===== src/rtl/uart_pkg.sv =====
// rtl/uart_pkg.sv - shared types and constants for the UART command path
package uart_pkg;

  typedef enum logic {IDLE = 1'b0, COLLECT = 1'b1} asm_state_t;

  localparam int CLK_FREQ_HZ     = 50_000_000;
  localparam int DEF_TIMEOUT_CYC = 500_000;

endpackage


===== src/rtl/uart_gap_timer.sv =====
// rtl/uart_gap_timer.sv - inter-byte gap timer, pulses expired after TIMEOUT_CYC idle cycles
module uart_gap_timer
  import uart_pkg::*;
#(
  parameter int TIMEOUT_CYC = DEF_TIMEOUT_CYC
) (
  input  logic clk,
  input  logic rst_n,
  input  logic clear,
  input  logic enable,
  output logic expired
);

  localparam int CW = (TIMEOUT_CYC > 1) ? $clog2(TIMEOUT_CYC) : 1;
  localparam logic [CW-1:0] LAST = CW'(TIMEOUT_CYC - 1);

  logic [CW-1:0] gap_cnt_q, gap_cnt_d;

  // A clear (byte accept) in the same cycle always suppresses expiry.
  assign expired = enable && !clear && (gap_cnt_q == LAST);

  always_comb begin
    gap_cnt_d = gap_cnt_q;
    if (clear || expired) begin
      gap_cnt_d = '0;
    end else if (enable) begin
      gap_cnt_d = gap_cnt_q + CW'(1);
    end
  end

  always_ff @(posedge clk or negedge rst_n) begin
    if (!rst_n) begin
      gap_cnt_q <= '0;
    end else begin
      gap_cnt_q <= gap_cnt_d;
    end
  end

endmodule


===== src/rtl/uart_cmd_assembler.sv =====
// rtl/uart_cmd_assembler.sv - assembles UART_rx bytes (MSB first) into command words
module uart_cmd_assembler
  import uart_pkg::*;
#(
  parameter int NUM_BYTES   = 2,
  parameter int TIMEOUT_CYC = DEF_TIMEOUT_CYC
) (
  input  logic                   clk,
  input  logic                   rst_n,
  input  logic                   rx_rdy,
  input  logic [7:0]             rx_data,
  output logic                   clr_rx_rdy,
  output logic [8*NUM_BYTES-1:0] cmd,
  output logic                   cmd_rdy,
  input  logic                   clr_cmd_rdy,
  output logic                   overrun,
  output logic                   timeout_err
);

  localparam int CW = 8 * NUM_BYTES;
  localparam int BW = $clog2(NUM_BYTES + 1);
  localparam logic [BW-1:0] LAST_BYTE = BW'(NUM_BYTES - 1);

  asm_state_t    state_q, state_d;
  logic [BW-1:0] byte_cnt_q, byte_cnt_d;
  logic [CW-1:0] shift_q, shift_d;
  logic [CW-1:0] cmd_q, cmd_d;
  logic          cmd_rdy_q, cmd_rdy_d;
  logic          overrun_q, overrun_d;
  logic          timeout_q, timeout_d;
  logic          accept, complete, expired;

  assign accept   = rx_rdy;
  assign complete = accept && (byte_cnt_q == LAST_BYTE);

  uart_gap_timer #(.TIMEOUT_CYC(TIMEOUT_CYC)) u_gap_timer (
    .clk     (clk),
    .rst_n   (rst_n),
    .clear   (accept),
    .enable  (state_q == COLLECT),
    .expired (expired)
  );

  always_comb begin
    state_d    = state_q;
    byte_cnt_d = byte_cnt_q;
    shift_d    = shift_q;
    cmd_d      = cmd_q;
    cmd_rdy_d  = cmd_rdy_q;
    overrun_d  = 1'b0;
    timeout_d  = 1'b0;

    if (clr_cmd_rdy) cmd_rdy_d = 1'b0;

    if (accept) begin
      // Shifting a full-width register means stale bytes fall off the top naturally.
      shift_d = (shift_q << 8) | CW'(rx_data);
      if (complete) begin
        cmd_d      = shift_d;
        cmd_rdy_d  = 1'b1;
        overrun_d  = cmd_rdy_q && !clr_cmd_rdy;
        byte_cnt_d = '0;
        state_d    = IDLE;
      end else begin
        byte_cnt_d = byte_cnt_q + BW'(1);
        state_d    = COLLECT;
      end
    end else if (expired) begin
      byte_cnt_d = '0;
      state_d    = IDLE;
      timeout_d  = 1'b1;
    end
  end

  always_ff @(posedge clk or negedge rst_n) begin
    if (!rst_n) begin
      state_q    <= IDLE;
      byte_cnt_q <= '0;
      shift_q    <= '0;
      cmd_q      <= '0;
      cmd_rdy_q  <= 1'b0;
      overrun_q  <= 1'b0;
      timeout_q  <= 1'b0;
    end else begin
      state_q    <= state_d;
      byte_cnt_q <= byte_cnt_d;
      shift_q    <= shift_d;
      cmd_q      <= cmd_d;
      cmd_rdy_q  <= cmd_rdy_d;
      overrun_q  <= overrun_d;
      timeout_q  <= timeout_d;
    end
  end

  assign clr_rx_rdy  = accept;
  assign cmd         = cmd_q;
  assign cmd_rdy     = cmd_rdy_q;
  assign overrun     = overrun_q;
  assign timeout_err = timeout_q;

endmodule


===== config.mk =====
export PLATFORM = sky130hd
export DESIGN_NAME = uart_cmd_assembler
export DESIGN_NICKNAME = d
export VERILOG_FILES = /design/src/rtl/uart_pkg.sv /design/src/rtl/uart_gap_timer.sv /design/src/rtl/uart_cmd_assembler.sv
export SDC_FILE = /design/constraint.sdc
export NUM_CORES = 1
export LEC_CHECK = 0
export CAP_MARGIN = 30
export CORE_UTILIZATION = 52
export DETAILED_ROUTE_END_ITERATION = 8
export PLACE_DENSITY = 0.77
export SYNTH_ARGS = -nofsm -noshare
export SYNTH_HDL_FRONTEND = slang
export SYNTH_HIERARCHICAL = 1
export SYNTH_SLANG_ARGS = --single-unit
export TNS_END_PERCENT = 50

===== constraint.sdc =====
create_clock -name clk -period 1.7 [get_ports clk]
set_input_delay 0.51 -clock clk [delete_from_list [all_inputs] [get_ports clk]]
set_output_delay 0.51 -clock clk [all_outputs]
set_load 0.05 [all_outputs]

Word-level counts from Yosys, hierarchy flattened
Cells that the tools add are included.
{"block": "op_classes", "add_sub_neg": 2, "n_eq_ne": 2, "n_mux": 15, "bitwise": 1, "reduce_logical": 10}
{"op": "$mux W19", "count": 2}
{"op": "$add A19 B1 Y19 const B", "count": 1}
{"op": "$eq A19 B19 Y1 const B", "count": 1}
{"op": "$or A16 B8 Y16", "count": 1}
{"op": "$mux W1", "count": 10}
{"op": "$mux W2", "count": 3}
{"op": "$logic_and A1 B1 Y1", "count": 4}
{"op": "$reduce_bool A2 Y1", "count": 2}
{"op": "$add A2 B1 Y2 const B", "count": 1}
{"op": "$eq A2 B1 Y1 const B", "count": 1}
{"op": "$logic_not A1 Y1", "count": 2}
{"op": "$reduce_and A2 Y1", "count": 1}
{"op": "$logic_or A1 B1 Y1", "count": 1}
{"block": "totals", "ff_bits": 49, "in_bits": 12, "out_inout_bits": 20, "wordCells": 38}

Depth between registers and ports, before layout
Gate-level depths: netlist of run 1.
{"block": "depth", "word_depth": 5, "depth_mapped": 6, "depth_no_buf": 5}

Cells and area by module
The synthesis of run 1 kept the hierarchy.
{"mod": "uart_cmd_assembler", "instances": 1, "cells_per_inst": 69, "area_per_inst_um2": 1149.9, "seq_area_each_um2": 750.7}
{"mod": "uart_gap_timer", "instances": 1, "cells_per_inst": 104, "area_per_inst_um2": 1028.5, "seq_area_each_um2": 475.5}

Worst setup path after synthesis of run 1
OpenSTA, ideal clock, no wires.
{"block": "synth_timing", "kind": "input-to-reg", "startpoint": "input port rx_rdy", "endpoint": "register u_gap_timer.gap_cnt_q[0]", "setup_time_ps": 121, "arrival_ps": 1471, "t_required_ps": 1579, "path_slack_ps": 108, "path_stages": 5, "path_buffers": 1, "path_cell_list": "nor4b_1 -> nand3_1 -> o21bai_2 -> buf_2 -> nor2_1"}
{"block": "synth_via", "elab_chain_len": 5, "word_cells_on_any_way": 6, "classes_between": "mux (1); reduce/logical (5)"}
{"element": "start, declared", "line": "uart_cmd_assembler.sv:10", "text": "input logic rx_rdy,"}
{"element": "$logic_not A1 Y1", "line": "uart_gap_timer.sv:20", "text": "assign expired = enable && !clear && (gap_cnt_q == LAST);"}
{"element": "$logic_and A1 B1 Y1 (2 in series)", "line": "uart_gap_timer.sv:20"}
{"element": "$logic_or A1 B1 Y1 (*)", "line": "uart_gap_timer.sv:24", "text": "if (clear || expired) begin"}
{"element": "$mux W19 / $reduce_bool A2 Y1 (equally long branches)"}
{"element": "end signal, assigned", "line": "uart_gap_timer.sv:35", "text": "gap_cnt_q <= gap_cnt_d;"}
{"element": "end, declared", "line": "uart_gap_timer.sv:17", "text": "logic [CW-1:0] gap_cnt_q, gap_cnt_d;"}
Every way passes the cells marked *; elsewhere a longest branch is shown, timed or not.
A chain may end at the register's enable or synchronous reset.

Worst setup path after layout of run 1
{"block": "layout_timing", "startpoint": "register u_gap_timer.gap_cnt_q[6]", "endpoint": "register u_gap_timer.gap_cnt_q[17]"}
{"block": "layout_via", "elab_chain_len": 4, "word_cells_on_any_way": 7, "classes_between": "add/sub (1); eq/ne (1); mux (2); reduce/logical (3)"}
{"element": "branches (longest 4 deep; another with $add A19 B1 Y19)"}
Parallel ways; which one is timed is not known. The select of a mux whose other input is x is not followed.

==> flow_summary.json, run 1 <==
{
  "synth_top_area_share_pct": 56.3,
  "max_freq_mhz": 630,
  "crit_path_max_incr_delay_ns": 0.49,
  "n_fill_cell": 261,
  "tightest_slew_ns": 0.251,
  "ctsHoldBuffers": 0,
  "synth_top_cell_by_area": "dfrtp_1",
  "dp_cells": 256,
  "cp-start-kind": "flip-flop",
  "grt_setup_unrepaired": "yes",
  "synthArstFlopShare_pct": 100,
  "clockRootBuffer": "clkbuf_8",
  "grt_usage_pct": 21.2,
  "finalWirelength_um": 4140,
  "place_ws_ns": -0.369,
  "finalNonFillerCells": 263,
  "skew_ns": 0.00516,
  "htree_levels": 2,
  "drc": 0,
  "critPathBufInv": 0,
  "syn_nets": 186,
  "antenna_cells": 0,
  "ys_seq_area_share_pct": 56.3,
  "crit_family": "simple AND/OR/NAND/NOR gates",
  "regArea_sq_um": 1230,
  "grt_pass1_vias": 1522,
  "cts_buffers": 5,
  "path_cells": "and3_1, nand4_4, or4_1, a21oi_1",
  "fin_crit_ns": 1.59,
  "crit_path_max_fanout": 8,
  "row_count": 23,
  "finalMaxSlewViolations": 0,
  "synthCells": 173,
  "coreArea_sq_um": 4000,
  "grt_pass1_wl_um": 6980,
  "syn_area_sq_um": 2180,
  "setup_viol": 0,
  "criticalPathCategory": "flip-flop to flip-flop",
  "grt_antenna_before_repair": 0,
  "final_nets": 226,
  "grt_remaining_overflow": 0,
  "slew_headroom_pct": 83.1,
  "ys_warn_count": 6,
  "io_buffers": 31,
  "required_ns": 1.91,
  "cts.sinks": 49,
  "synth_cell_type_count": 35,
  "arrival_ns": 1.80,
  "p_leak_uw": 0.00127,
  "ir_worst_vdd_mv": 0.782,
  "powerDensity_nw_per_um2": 1100,
  "synth-edff-count": 0,
  "status": "finished, final reports clean",
  "via_count": 1456,
  "drtIter0Drc": 139,
  "hold_path.class": "primary input to asynchronous set/reset pin",
  "drt_pass1_iterations": 4,
  "cts_setup_buffers": 0,
  "yosys_register_bits": 49,
  "avgViaCountPerCell": 5.54,
  "die_area_sq_um": 4450,
  "crit_slowest_cell": "or4_1",
  "insertion_delay_ns": 0.29,
  "final_antenna_net_count": 0,
  "dieHeight_um": 66.7,
  "finalCritPeriodShare_pct": 93.4,
  "clk_pin_slew_worst_paths_ns": 0.08,
  "wl_per_cell_um": 15.7,
  "synth.most_common_cell": "dfrtp_1",
  "drive_gt1_share_pct": 34.3,
  "critPathCaptureType": "flip-flop",
  "drv_cap": 0,
  "synth_top_cells_by_count": "dfrtp_1, mux2_2, nor2_1",
  "cts_buffer_depth": 2,
  "die_w_um": 66.7,
  "gp_congestion": 0.804,
  "synth-main-ff-cell": "dfrtp_1",
  "synth_area_per_cell_sq_um": 12.6,
  "pin_count": 32,
  "synth.top_cells.by_area": "dfrtp_1, mux2_2, mux2_4",
  "syn_to_final_growth_pct": 31.9,
  "multi_input_area_sq_um": 878,
  "worst_slack_ns": 0.112,
  "hold_violations": 0,
  "initial_core_util_pct": 54.5,
  "cts_tree": "built",
  "hpwl_um": 3080,
  "grt_max_degree": 50
}
## final cells by class
class	instances	area share [%]
Timing Repair Buffer	43	21.3
Sequential cell	49	42.7
Inverter	2	0.261
Clock buffer	7	3.01
Tap cell	50	2.18
Multi-Input combinational cell	112	30.6
## logic make-up after synthesis
| kind of cell | after synthesis | share of synthesized area [%] |
|---|---|---|
| simple gates | 58 | 15.3 |
| flops | 49 | 56.3 |
| mux | 26 | 14.6 |
| compound gates | 15 | 4.42 |
| xor+xnor | 12 | 4.82 |
| buf+inv | 12 | 3.96 |
| fa+ha+maj | 1 | 0.574 |
## routing by layer
layer	track usage [%]	share of wire, %	vias to the layer above
li1	-	-	690
met5	0	0	-
met1	26.1	42	728
met4	6.12	0.63	0
met3	6.51	3.9	4
met2	35.5	53	34
## power breakdown
group / switching (uW) / internal [uW]
Sequential: 131 / 1300
Clock: 343 / 323
Combinational: 514 / 550
Total: 988 / 2170
## state kept, by name (all words and copies together), names as in the netlist
signal	cells
overrun	1
cmd	16
byte_cnt_q	2
timeout_err	1
state_q	1
u_gap_timer/gap_cnt_q	19
cmd_rdy	1
shift_q	8
## cell usage in the layout (no fill, tap or decap), drive strengths merged, types with 3 or more instances in the layout
cell type       n
clkbuf          7
nand2           6
nand3           7
o31ai           4
and2            3
and3            3
nand4           8
mux2           25
a21oi           6
xor2           11
nor2           16
buf            33
or4             4
clkdlybuf4s50   9
dfrtp          49
## stage by stage
stage | util (%) | total power (uW) | cell area (sq um) | TNS, ns | hold slack [ns]
after detailed placement | 69.3 | 2520 | 2770 | -9.88 | 0.491
after CTS | 71.5 | 3190 | 2860 | 0 | 0.202
after global routing | 71.8 | 3280 | 2870 | -0.0193 | 0.198
after floorplan | - | 1940 | 2180 | 0 | 0.214
final | 71.8 | 3160 | 2870 | 0 | 0.192
after global placement | 69.3 | 2490 | 2770 | -8.28 | 0.474
## what timing repair did
action / in CTS / in global routing
endpoints found under the setup margin: 4 / 6
hold endpoints to repair: 0 / 0
gates resized for setup: 2 / 5
pin swaps: 0 / 4
## path summary, 6_finish.rpt
| path | start | slack (ns) | cells after the start | to |
|---|---|---|---|---|
| max reg2reg | u_gap_timer/gap_cnt_q[6]$_DFFE_PN0P_ | 0.11 | 4 | u_gap_timer/gap_cnt_q[17]$_DFFE_PN0P_ |
| max in group asynchronous | rst_n | 1.28 | 2 | u_gap_timer/gap_cnt_q[5]$_DFFE_PN0P_ |
| min reg2reg | byte_cnt_q[0]$_DFFE_PN0P_ | 0.50 | 1 | byte_cnt_q[1]$_DFFE_PN0P_ |
| min in group clk | byte_cnt_q[0]$_DFFE_PN0P_ | 0.50 | 1 | byte_cnt_q[1]$_DFFE_PN0P_ |
| min | rst_n | 0.19 | 2 | u_gap_timer/gap_cnt_q[15]$_DFFE_PN0P_ |
| max | u_gap_timer/gap_cnt_q[6]$_DFFE_PN0P_ | 0.11 | 4 | u_gap_timer/gap_cnt_q[17]$_DFFE_PN0P_ |
Note: power is estimated with default switching activity, not from simulation.
==> inputs of run 2 (changes only) <==
Settings changed: PLACE_DENSITY 0.77 to 0.87, SLEW_MARGIN set to 0.
==> run 2 against run 1 <==
  * Sequential share of layout area down 0.61 points
  * Clock power up 1%
  * Via count up 4.1%
  * Register-to-register slack worse by 0.05 ns
  * Clock skew up 0.0067 ns
  * First-iteration DRC count down 25%
==> flow_summary.json, run 2 (synthesis results as in run 1) <==
{
  "status": "finished, final reports clean",
  "path_cells": "and4_4, nand4_1, or3_1, a21oi_1",
  "cp-start-kind": "flip-flop",
  "hold_path.class": "primary input to asynchronous set/reset pin",
  "grt_pass1_vias": 1563,
  "ir_worst_vdd_mv": 0.823,
  "max_freq_mhz": 610,
  "drv_cap": 0,
  "die_w_um": 66.7,
  "crit_family": "simple AND/OR/NAND/NOR gates",
  "row_count": 23,
  "io_buffers": 31,
  "drive_gt1_share_pct": 35.3,
  "p_seq_share_pct": 45.0,
  "finish.instance_area_sq_um": 2910,
  "pin_count": 32,
  "fin_crit_ns": 1.64,
  "finalNonFillerCells": 268,
  "insertion_delay_ns": 0.31,
  "grt_remaining_overflow": 0,
  "arrival_ns": 1.86,
  "cp.depth": 4,
  "n_fill_cell": 243,
  "crit_path_max_incr_delay_ns": 0.41,
  "antenna_cells": 0,
  "postLayoutCoreUtil_pct": 72.8,
  "syn_to_final_growth_pct": 33.8,
  "p_leak_uw": 0.00129,
  "setup_viol": 0,
  "finalCritPeriodShare_pct": 96.5,
  "gp_congestion": 0.825,
  "power_uw": 3180,
  "avgViaCountPerCell": 5.66,
  "clock_power_share_pct": 21.2,
  "r2r_slack_ns": 0.06,
  "crit_slowest_cell": "dfrtp_1",
  "cts.sinks": 49,
  "p_int_uw": 2140,
  "cts_buffers": 5,
  "slew_headroom_pct": 81.1,
  "pwr-share-comb_pct": 33.8,
  "wl_per_cell_um": 16.7,
  "layout_commonest_cell": "dfrtp_1",
  "dieHeight_um": 66.7,
  "tightest_slew_ns": 0.283,
  "rr_worst_depth": 4,
  "criticalPathCategory": "flip-flop to flip-flop",
  "critPathBufInv": 0,
  "drtIter0Drc": 104,
  "coreArea_sq_um": 4000,
  "htree_levels": 2,
  "drt_pass1_iterations": 5,
  "grt_max_degree": 50,
  "hpwl_um": 3120,
  "final_antenna_net_count": 0,
  "critPathCaptureType": "flip-flop",
  "hold_violations": 0,
  "finalMaxSlewViolations": 0,
  "timing.setup.tns_ns": 0,
  "dp_cells": 257,
  "grt_antenna_before_repair": 0,
  "drc": 0,
  "final_nets": 230,
  "placed_area_sq_um": 2790,
  "largest_register_ffs": 19,
  "via_count": 1516,
  "required_ns": 1.92,
  "regMostFlops": "u_gap_timer/gap_cnt_q",
  "cts_buffer_depth": 2,
  "p_sw_share_pct": 32.5,
  "r2r_end": "u_gap_timer/gap_cnt_q[18]$_DFFE_PN0P_",
  "finalWirelength_um": 4480,
  "grt_pass1_wl_um": 7430,
  "worstReg2RegStart": "u_gap_timer/gap_cnt_q[2]$_DFFE_PN0P_",
  "grt_setup_unrepaired": "yes",
  "die_area_sq_um": 4450,
  "crit_path_max_fanout": 11,
  "skew_ns": 0.0118,
  "p_switching_uw": 1030,
  "cts_tree": "built",
  "clockRootBuffer": "clkbuf_8",
  "powerDensity_nw_per_um2": 1090,
  "mostFrequentLayoutCells": "dfrtp_1, buf_12, mux2_2",
  "clk_pin_slew_worst_paths_ns": 0.09,
  "initial_core_util_pct": 54.5,
  "grt_usage_pct": 23.4
}
run 2: cell types whose count changed in the layout (fill, tap and decap cells not counted):
cell	change
buf_4	+3
clkinvlp_4	+2
buf_12	+1
clkbuf_8	-1
nor2b_1	+1
nor2b_2	-1
run 2: through the flow:
step | hold slack, ns | setup slack (ns)
global placement | 0.483 | -0.262
finish | 0.164 | 0.0603
floorplan | 0.214 | 0.108
detailed placement | 0.495 | -0.329
global route | 0.181 | -0.00680
CTS | 0.174 | 0.0239
run 2: power groups by stage:
stage / clock [uW] / sequential, uW / combinational [uW]
3_5_place_dp: 0 / 1450 / 1070
5_1_grt: 742 / 1440 / 1120
2_1_floorplan: 0 / 1720 / 220
3_3_place_gp: 0 / 1440 / 1050
6_report: 673 / 1430 / 1070
4_1_cts: 693 / 1430 / 1080
run 2: area by class of cell:
| class | instances | area, sq um | area share [%] |
|---|---|---|---|
| multi-input combinational | 112 | 876 | 30.1 |
| timing repair buffer | 47 | 653 | 22.4 |
| sequential | 49 | 1230 | 42.1 |
| clock buffer | 6 | 72.6 | 2.49 |
| clock inverter | 2 | 15.0 | 0.515 |
| inverter | 2 | 7.51 | 0.258 |
| tap | 50 | 62.6 | 2.15 |
run 2: worst max-delay path by stage:
stage / startpoint / end / slack, ns
finish: u_gap_timer/gap_cnt_q[2]$_DFFE_PN0P_ / u_gap_timer/gap_cnt_q[18]$_DFFE_PN0P_ / 0.06
global route: u_gap_timer/gap_cnt_q[2]$_DFFE_PN0P_ / u_gap_timer/gap_cnt_q[18]$_DFFE_PN0P_ / -0.007
CTS: u_gap_timer/gap_cnt_q[9]$_DFFE_PN0P_ / byte_cnt_q[0]$_DFFE_PN0P_ / 0.02
detailed placement: rx_rdy / byte_cnt_q[0]$_DFFE_PN0P_ / -0.33
global placement: rx_rdy / byte_cnt_q[0]$_DFFE_PN0P_ / -0.26
floorplan: rx_rdy / u_gap_timer/gap_cnt_q[0]$_DFFE_PN0P_ / 0.11
run 2: per-layer routing:
metal | wire length (um) | vias to the layer above | share of wire [%] | GRT usage, %
met5 | 0 | - | 0 | 0
met4 | 146 | 0 | 3.3 | 15.2
met3 | 149 | 14 | 3.3 | 4.79
met2 | 2340 | 44 | 52 | 37.0
met1 | 1840 | 755 | 41 | 28.9
li1 | - | 703 | - | -
run 2: repair_timing:
action,CTS,global route
hold buffers,0,0
endpoints found under the setup margin,2,6
gates resized for setup,2,4
pin swaps,0,1
buffers inserted,3,0
